[src/rtl/multicycle_controller_if.sv]
// Control bus between the multicycle controller and the datapath blocks.
// master = controller side, slave = datapath side.
interface multicycle_controller_if #(
   parameter int CNT_W = 16
) ();

   logic             start;
   logic [31:0]      instruction;
   logic [7:0]       program_counter;
   logic             alu_zero;
   logic             mem_ready;

   logic [2:0]       state;
   logic             reg_write;
   logic             link_write;
   logic             mem_read;
   logic             pc_write;
   logic [1:0]       pc_src;
   logic             halted;
   logic             illegal;
   logic             mem_timeout;
   logic [CNT_W-1:0] cycle_count;
   logic [CNT_W-1:0] retired_count;

   modport master (
      input  start,
      input  instruction,
      input  program_counter,
      input  alu_zero,
      input  mem_ready,
      output state,
      output reg_write,
      output link_write,
      output mem_read,
      output pc_write,
      output pc_src,
      output halted,
      output illegal,
      output mem_timeout,
      output cycle_count,
      output retired_count
   );

   modport slave (
      output start,
      output instruction,
      output program_counter,
      output alu_zero,
      output mem_ready,
      input  state,
      input  reg_write,
      input  link_write,
      input  mem_read,
      input  pc_write,
      input  pc_src,
      input  halted,
      input  illegal,
      input  mem_timeout,
      input  cycle_count,
      input  retired_count
   );

endinterface

[src/rtl/multicycle_controller.sv]
// Main control FSM of the multicycle MIPS-subset core: phase sequencing,
// per-phase strobes, halt detection and performance counters.
module multicycle_controller #(
   parameter int IMEM_DEPTH  = 14,
   parameter int MEM_TIMEOUT = 15,
   parameter int CNT_W       = 16
) (
   input logic                     clk,
   input logic                     rst,
   multicycle_controller_if.master bus
);

   typedef enum logic [2:0] {
      S_IF   = 3'd0,
      S_ID   = 3'd1,
      S_EX   = 3'd2,
      S_MEM  = 3'd3,
      S_WB   = 3'd4,
      S_HALT = 3'd5,
      S_IDLE = 3'd6
   } state_t;

   typedef enum logic [2:0] {
      C_NONE  = 3'd0,
      C_ARITH = 3'd1,
      C_LOAD  = 3'd2,
      C_BEQ   = 3'd3,
      C_BNE   = 3'd4,
      C_JAL   = 3'd5,
      C_JR    = 3'd6
   } class_t;

   localparam logic [5:0] OP_RTYPE = 6'h00;
   localparam logic [5:0] OP_JAL   = 6'h03;
   localparam logic [5:0] OP_BEQ   = 6'h04;
   localparam logic [5:0] OP_BNE   = 6'h05;
   localparam logic [5:0] OP_ADDIU = 6'h09;
   localparam logic [5:0] OP_LOAD  = 6'h17;
   localparam logic [5:0] FN_JR    = 6'h08;
   localparam logic [5:0] FN_ADDU  = 6'h21;
   localparam logic [5:0] FN_SLT   = 6'h2A;

   localparam logic [1:0] PC_SEQ = 2'b00;
   localparam logic [1:0] PC_BR  = 2'b01;
   localparam logic [1:0] PC_JMP = 2'b10;
   localparam logic [1:0] PC_REG = 2'b11;

   localparam int WAIT_W = $clog2(MEM_TIMEOUT + 1);
   localparam logic [WAIT_W-1:0] WAIT_LAST = WAIT_W'(MEM_TIMEOUT - 1);
   localparam logic [7:0] PC_LIMIT = 8'(IMEM_DEPTH);
   localparam logic [CNT_W-1:0] CNT_MAX = '1;

   state_t            state_q;
   state_t            state_d;
   class_t            class_q;
   class_t            class_d;
   class_t            dec_class;
   logic [WAIT_W-1:0] wait_q;
   logic [WAIT_W-1:0] wait_d;
   logic              illegal_q;
   logic              illegal_d;
   logic              mto_q;
   logic              mto_d;
   logic [CNT_W-1:0]  cyc_q;
   logic [CNT_W-1:0]  ret_q;
   logic              active;
   logic              retire;

   logic [5:0] opcode;
   logic [5:0] funct;

   assign opcode = bus.instruction[31:26];
   assign funct  = bus.instruction[5:0];

   always_comb begin
      dec_class = C_NONE;
      unique case (1'b1)
         (opcode == OP_RTYPE) && (funct == FN_ADDU): dec_class = C_ARITH;
         (opcode == OP_RTYPE) && (funct == FN_SLT):  dec_class = C_ARITH;
         (opcode == OP_RTYPE) && (funct == FN_JR):   dec_class = C_JR;
         opcode == OP_ADDIU:                         dec_class = C_ARITH;
         opcode == OP_LOAD:                          dec_class = C_LOAD;
         opcode == OP_BEQ:                           dec_class = C_BEQ;
         opcode == OP_BNE:                           dec_class = C_BNE;
         opcode == OP_JAL:                           dec_class = C_JAL;
         default:                                    dec_class = C_NONE;
      endcase
   end

   always_comb begin
      state_d   = state_q;
      class_d   = class_q;
      wait_d    = wait_q;
      illegal_d = illegal_q;
      mto_d     = mto_q;
      case (state_q)
         S_IDLE: begin
            if (bus.start) state_d = S_IF;
         end
         S_IF: begin
            if (bus.program_counter >= PC_LIMIT) state_d = S_HALT;
            else                                 state_d = S_ID;
         end
         S_ID: begin
            if (dec_class == C_NONE) begin
               state_d   = S_HALT;
               illegal_d = 1'b1;
            end else begin
               state_d = S_EX;
               class_d = dec_class;
            end
         end
         S_EX: begin
            case (class_q)
               C_LOAD: begin
                  state_d = S_MEM;
                  wait_d  = '0;
               end
               C_ARITH, C_JAL: state_d = S_WB;
               default:        state_d = S_IF;
            endcase
         end
         // ready on the final wait cycle still completes the load
         S_MEM: begin
            if (bus.mem_ready) begin
               state_d = S_WB;
            end else if (wait_q == WAIT_LAST) begin
               state_d = S_HALT;
               mto_d   = 1'b1;
            end else begin
               wait_d = wait_q + 1'b1;
            end
         end
         S_WB:    state_d = S_IF;
         S_HALT:  state_d = S_HALT;
         default: state_d = S_IDLE;
      endcase
   end

   assign active = (state_q == S_IF) || (state_q == S_ID) ||
                   (state_q == S_EX) || (state_q == S_MEM) ||
                   (state_q == S_WB);

   assign retire = (state_q == S_WB) ||
                   ((state_q == S_EX) &&
                    ((class_q == C_BEQ) || (class_q == C_BNE) ||
                     (class_q == C_JR)));

   always_ff @(posedge clk) begin
      if (rst) begin
         state_q   <= S_IDLE;
         class_q   <= C_NONE;
         wait_q    <= '0;
         illegal_q <= 1'b0;
         mto_q     <= 1'b0;
         cyc_q     <= '0;
         ret_q     <= '0;
      end else begin
         state_q   <= state_d;
         class_q   <= class_d;
         wait_q    <= wait_d;
         illegal_q <= illegal_d;
         mto_q     <= mto_d;
         if (active && (cyc_q != CNT_MAX)) cyc_q <= cyc_q + 1'b1;
         if (retire && (ret_q != CNT_MAX)) ret_q <= ret_q + 1'b1;
      end
   end

   logic       reg_write;
   logic       link_write;
   logic       mem_read;
   logic       pc_write;
   logic [1:0] pc_src;
   logic       halted;

   always_comb begin
      reg_write  = 1'b0;
      link_write = 1'b0;
      mem_read   = 1'b0;
      pc_write   = 1'b0;
      pc_src     = PC_SEQ;
      halted     = 1'b0;
      case (state_q)
         S_EX: begin
            case (class_q)
               C_BEQ: begin
                  pc_write = bus.alu_zero;
                  pc_src   = PC_BR;
               end
               C_BNE: begin
                  pc_write = !bus.alu_zero;
                  pc_src   = PC_BR;
               end
               C_JR: begin
                  pc_write = 1'b1;
                  pc_src   = PC_REG;
               end
               C_JAL: begin
                  pc_write = 1'b1;
                  pc_src   = PC_JMP;
               end
               default: ;
            endcase
         end
         S_MEM: mem_read = 1'b1;
         S_WB: begin
            reg_write  = (class_q == C_ARITH) || (class_q == C_LOAD);
            link_write = (class_q == C_JAL);
         end
         S_HALT:  halted = 1'b1;
         default: ;
      endcase
   end

   assign bus.state         = state_q;
   assign bus.reg_write     = reg_write;
   assign bus.link_write    = link_write;
   assign bus.mem_read      = mem_read;
   assign bus.pc_write      = pc_write;
   assign bus.pc_src        = pc_src;
   assign bus.halted        = halted;
   assign bus.illegal       = illegal_q;
   assign bus.mem_timeout   = mto_q;
   assign bus.cycle_count   = cyc_q;
   assign bus.retired_count = ret_q;

endmodule

[src/flat_wrapper.sv]
// flat-port wrapper written by rule: the top's interface ports become plain ports
module multicycle_controller_flat 
#(
   parameter int IMEM_DEPTH  = 14,
   parameter int MEM_TIMEOUT = 15,
   parameter int CNT_W       = 16
)
  (clk, rst, bus_start, bus_instruction, bus_program_counter, bus_alu_zero, bus_mem_ready, bus_state, bus_reg_write, bus_link_write, bus_mem_read, bus_pc_write, bus_pc_src, bus_halted, bus_illegal, bus_mem_timeout, bus_cycle_count, bus_retired_count);
  multicycle_controller_if #(.CNT_W(CNT_W)) bus_i ();
  input logic clk;
  input logic rst;
  input wire logic [$bits(bus_i.start)-1:0] bus_start;
  input wire logic [$bits(bus_i.instruction)-1:0] bus_instruction;
  input wire logic [$bits(bus_i.program_counter)-1:0] bus_program_counter;
  input wire logic [$bits(bus_i.alu_zero)-1:0] bus_alu_zero;
  input wire logic [$bits(bus_i.mem_ready)-1:0] bus_mem_ready;
  output wire logic [$bits(bus_i.state)-1:0] bus_state;
  output wire logic [$bits(bus_i.reg_write)-1:0] bus_reg_write;
  output wire logic [$bits(bus_i.link_write)-1:0] bus_link_write;
  output wire logic [$bits(bus_i.mem_read)-1:0] bus_mem_read;
  output wire logic [$bits(bus_i.pc_write)-1:0] bus_pc_write;
  output wire logic [$bits(bus_i.pc_src)-1:0] bus_pc_src;
  output wire logic [$bits(bus_i.halted)-1:0] bus_halted;
  output wire logic [$bits(bus_i.illegal)-1:0] bus_illegal;
  output wire logic [$bits(bus_i.mem_timeout)-1:0] bus_mem_timeout;
  output wire logic [$bits(bus_i.cycle_count)-1:0] bus_cycle_count;
  output wire logic [$bits(bus_i.retired_count)-1:0] bus_retired_count;
  assign bus_i.start = bus_start;
  assign bus_i.instruction = bus_instruction;
  assign bus_i.program_counter = bus_program_counter;
  assign bus_i.alu_zero = bus_alu_zero;
  assign bus_i.mem_ready = bus_mem_ready;
  assign bus_state = bus_i.state;
  assign bus_reg_write = bus_i.reg_write;
  assign bus_link_write = bus_i.link_write;
  assign bus_mem_read = bus_i.mem_read;
  assign bus_pc_write = bus_i.pc_write;
  assign bus_pc_src = bus_i.pc_src;
  assign bus_halted = bus_i.halted;
  assign bus_illegal = bus_i.illegal;
  assign bus_mem_timeout = bus_i.mem_timeout;
  assign bus_cycle_count = bus_i.cycle_count;
  assign bus_retired_count = bus_i.retired_count;
  multicycle_controller #(.IMEM_DEPTH(IMEM_DEPTH), .MEM_TIMEOUT(MEM_TIMEOUT), .CNT_W(CNT_W)) u_core (.clk(clk), .rst(rst), .bus(bus_i));
endmodule
[config.mk]
export PLATFORM = sky130hd
export DESIGN_NAME = multicycle_controller_flat
export DESIGN_NICKNAME = d
export VERILOG_FILES = /design/src/rtl/multicycle_controller_if.sv /design/src/rtl/multicycle_controller.sv /design/src/flat_wrapper.sv
export SDC_FILE = /design/constraint.sdc
export NUM_CORES = 1
export LEC_CHECK = 0
export ABC_AREA = 1
export CORE_MARGIN = 5
export CORE_UTILIZATION = 40
export DETAILED_ROUTE_END_ITERATION = 12
export PLACE_DENSITY_LB_ADDON = 0.05
export RECOVER_POWER = 50
export SLEW_MARGIN = 20
export SYNTH_ARGS = -nofsm -noshare
export SYNTH_HDL_FRONTEND = slang
export SYNTH_SLANG_ARGS = --single-unit
export TNS_END_PERCENT = 30
[constraint.sdc]
create_clock -name clk -period 1.4 [get_ports clk]
set_input_delay 0.28 -clock clk [delete_from_list [all_inputs] [get_ports clk]]
set_output_delay 0.28 -clock clk [all_outputs]
set_load 0.01 [all_outputs]
==> results.py <==
metrics = {
    "status": {
        "status": "finished, violations left",
        "violations": "negative setup slack",
    },
    "worst_setup_path": {
        "critPathBufInv": 4,
        "crit_required_ns": 1.12,
        "path_cells": "inv_4 > nand2_2 > inv_2 > o21ai_4 > o311ai_2 > nand2_1 > inv_1 > buf_6",
        "r2r_start": "u_core.bus.retired_count[0]",
        "slowest_stage": "dfxtp_2",
        "crit_family": "flip-flops",
        "cp.arrival_ns": 1.29,
        "worstSetupPathType": "reg -> out",
        "cp_slowest_stage_delay_ns": 0.36,
        "startpoint": "u_core.class_q[0]",
        "end_kind": "primary output",
        "start_kind": "flop",
        "crit_fanout": 4,
    },
    "layout": {
        "final_cell_count_no_fill": 648,
        "layout_commonest_cell": "buf_4",
        "layout_common_cells": "buf_4, nand2_1, nor2_1, inv_1, dlygate4sd2_1",
        "nNetsFinal": 616,
        "areaGrowthSynthToFinish_pct": 74.4,
        "antenna_cells": 0,
        "layout-drive-gt1-share_pct": 42.4,
        "utilization_pct": 70.5,
    },
    "route": {
        "drtIter0Drc": 122,
        "drt-pass1-iter-count": 5,
        "final_antenna_net_count": 0,
        "wirelength_um": 8650,
        "wire_per_inst_um": 13.4,
        "vias": 3236,
        "drc": 0,
        "viasPerCell": 4.99,
    },
    "worst_hold_path": {
        "min_path_type": "reg -> reg",
        "worstHoldStart": "u_core.bus.mem_timeout",
    },
    "yosys": {
        "mappedNetlistArea_um2": 2700,
        "synth_cell_types": 37,
        "ys_ff_latch": 44,
        "synth_cells": 405,
        "syn_area_per_cell_um2": 6.67,
        "syn_nets": 454,
        "ys_seq_area_share_pct": 32.6,
        "ys_warn_count": 0,
    },
    "floorplan": {
        "io_pins": 89,
        "rows": 30,
        "dieArea_um2": 8500,
        "start_util_pct": 40.4,
        "die_w_um": 92.2,
        "dieHeight_um": 92.2,
        "core_area_um2": 6680,
    },
    "cts": {
        "cts_root_buf": "clkbuf_8",
        "hold_buffers": 0,
        "numCtsBuffers": 5,
        "tritoncts": "yes",
        "htree_levels": 2,
        "clock_latency_ns": 0.30,
        "clock_sinks": 44,
        "cts_max_path_buffers": 2,
        "cts.reportedPaths.clkPinSlew_ns": 0.08,
    },
    "power_and_ir_drop": {
        "swShare_pct": 31.1,
        "p_clk_share_pct": 27.4,
        "p_leak_nw": 2.16,
        "p_switching_mw": 0.952,
        "power.density_nw_per_um2": 650,
        "p_int_mw": 2.11,
        "pwr-share-seq_pct": 43.8,
        "power_frac_comb_pct": 28.7,
        "peakVddDrop_mv": 0.454,
    },
    "run": {
        "maxCapViolCount": 0,
    },
    "sta": {
        "worst_pin_slew_ns": 0.301,
        "max_freq_ghz": 0.637,
        "setup_viol": 34,
        "layout_setup_ws_ns": -0.170,
        "rsz0062_at_grt": "yes",
        "hold_viol": 0,
        "drv_slew": 0,
        "fin_crit_sh_pct": 112,
        "period_needed_ns": 1.57,
        "slew_headroom_pct": 79.9,
        "fin_skew_ns": 0.00908,
    },
    "placed_design": {
        "post-dp-hpwl_um": 6110,
        "dp_cells": 624,
        "globalplace.congestion": 0.860,
        "io_buffers": 67,
    },
    "global_route": {
        "grt_pass1_vias": 3100,
        "grt_pass1_wl_um": 14000,
        "grtUsageTotal_pct": 19.7,
        "grt_overflow": 0,
        "grt_max_degree": 22,
        "antenna_found_initial": 0,
    },
}
[state kept, by name, summed over array words and instances, names as in the netlist]
name and flops:
u_core.bus.retired_count 16, u_core.wait_q 4, u_core.bus.cycle_count 16, u_core.class_q 3
u_core.bus.state 3, u_core.bus.illegal 1, u_core.bus.mem_timeout 1
[per-stage QoR]
| stage | TNS [ns] | worst slack [ns] | area (um^2) | hold WS, ns | power [mW] |
|---|---|---|---|---|---|
| 2_1_floorplan | -0.546 | -0.0570 | 2780 | 0.349 | 1.74 |
| 3_3_place_gp | -7.69 | -0.551 | 4090 | 0.449 | 2.05 |
| 3_5_place_dp | -8.81 | -0.581 | 4090 | 0.457 | 2.07 |
| 4_1_cts | -2.54 | -0.236 | 4280 | 0.473 | 2.95 |
| 5_1_grt | -6.51 | -0.246 | 4710 | 0.490 | 3.24 |
| 6_report | -2.70 | -0.170 | 4710 | 0.466 | 3.06 |
[power groups by stage]
stage	logic [mW]	registers (mW)	clock network (mW)
2_1_floorplan	0.346	1.39	0
3_3_place_gp	0.684	1.37	0
3_5_place_dp	0.695	1.37	0
4_1_cts	0.731	1.34	0.880
5_1_grt	0.957	1.35	0.934
6_report	0.879	1.34	0.840
[cells by family (layout without fill, tap and decap cells)]
family,count (synthesis),count (layout),share of synthesized area [%]
AND/OR/NAND/NOR,226,227,38.9
AO/OA/AOI/OAI,58,58,11.9
buffers and inverters,58,220,9.91
flip-flops,44,44,32.6
XOR/XNOR,15,15,4.86
adder cells (fa/ha/maj),4,4,1.85
[routing by layer]
layer / vias to the layer above / track usage, % / part of all wire [%]
li1: 1656 / - / -
met1: 1486 / 24.8 / 42
met2: 90 / 34.4 / 51
met3: 4 / 4.18 / 6.1
met4: 0 / 4.46 / 0.47
met5: - / 0 / 0
[worst reg2reg max path, cell delays in order (launching register included)]
cell and delay (ns):
dfxtp_4 0.37, ha_4 0.15, nand2_4 0.05, inv_4 0.06, nand2_4 0.05, nor2_4 0.14, nand3_4 0.11, nand2_8 0.16
clkinv_8 0.08, buf_4 0.14, o21ai_1 0.10, a21oi_1 0.05
[cell usage after synthesis]
cell / instances / area [um^2]
clkbuf_1: 4 / 15.0
o21a_1: 1 / 7.51
nor3b_2: 1 / 12.5
nand2_2: 5 / 31.3
or2_0: 1 / 6.26
nor3_2: 2 / 20.0
ha_1: 4 / 50.1
nand2_4: 2 / 22.5
o21bai_2: 1 / 11.3
dfxtp_1: 44 / 881
and3_1: 4 / 25.0
nor3b_1: 1 / 7.51
a31o_2: 1 / 8.76
nand4_1: 9 / 56.3
nand3_1: 31 / 155
nor2_1: 53 / 199
nor2_2: 3 / 18.8
o311ai_0: 1 / 8.76
nor2_4: 1 / 11.3
inv_1: 43 / 161
xor2_1: 9 / 78.8
a21oi_1: 27 / 135
a31oi_1: 1 / 6.26
a21oi_2: 2 / 17.5
inv_4: 2 / 12.5
nand2_1: 91 / 342
inv_2: 3 / 11.3
buf_6: 6 / 67.6
o21ai_1: 2 / 10.0
nor3_1: 15 / 75.1
nor3_4: 1 / 16.3
xnor2_1: 6 / 52.6
o21ai_2: 1 / 8.76
nor4_1: 2 / 12.5
o21ai_0: 20 / 100
o21bai_1: 1 / 7.51
nand3_2: 4 / 40.0
[cell type report]
class	count	area, um^2
clock buffer	6	82.6
clock inverter	2	10.0
fill	544	1970
inverter	48	210
multi-input combinational	304	1980
sequential	44	931
tap	80	100
timing repair buffer	164	1400
[path summary, 6_finish.rpt]
| path | endpoint | slack (ns) | cells past startpoint |
|---|---|---|---|
| max | bus_pc_write | -0.17 | 8 |
| min | u_core.bus.mem_timeout | 0.47 | 1 |
| max reg2reg | u_core.bus.retired_count[0] | -0.14 | 11 |
| min reg2reg | u_core.bus.mem_timeout | 0.47 | 1 |
[repair_timing]
item / CTS / global route
buffers inserted: 2 / 13
setup endpoints to repair: 86 / 56
gates cloned: 0 / 1
resized for setup: 129 / 101
pin swaps: 14 / 30
Power figures use the tool's default switching activity.
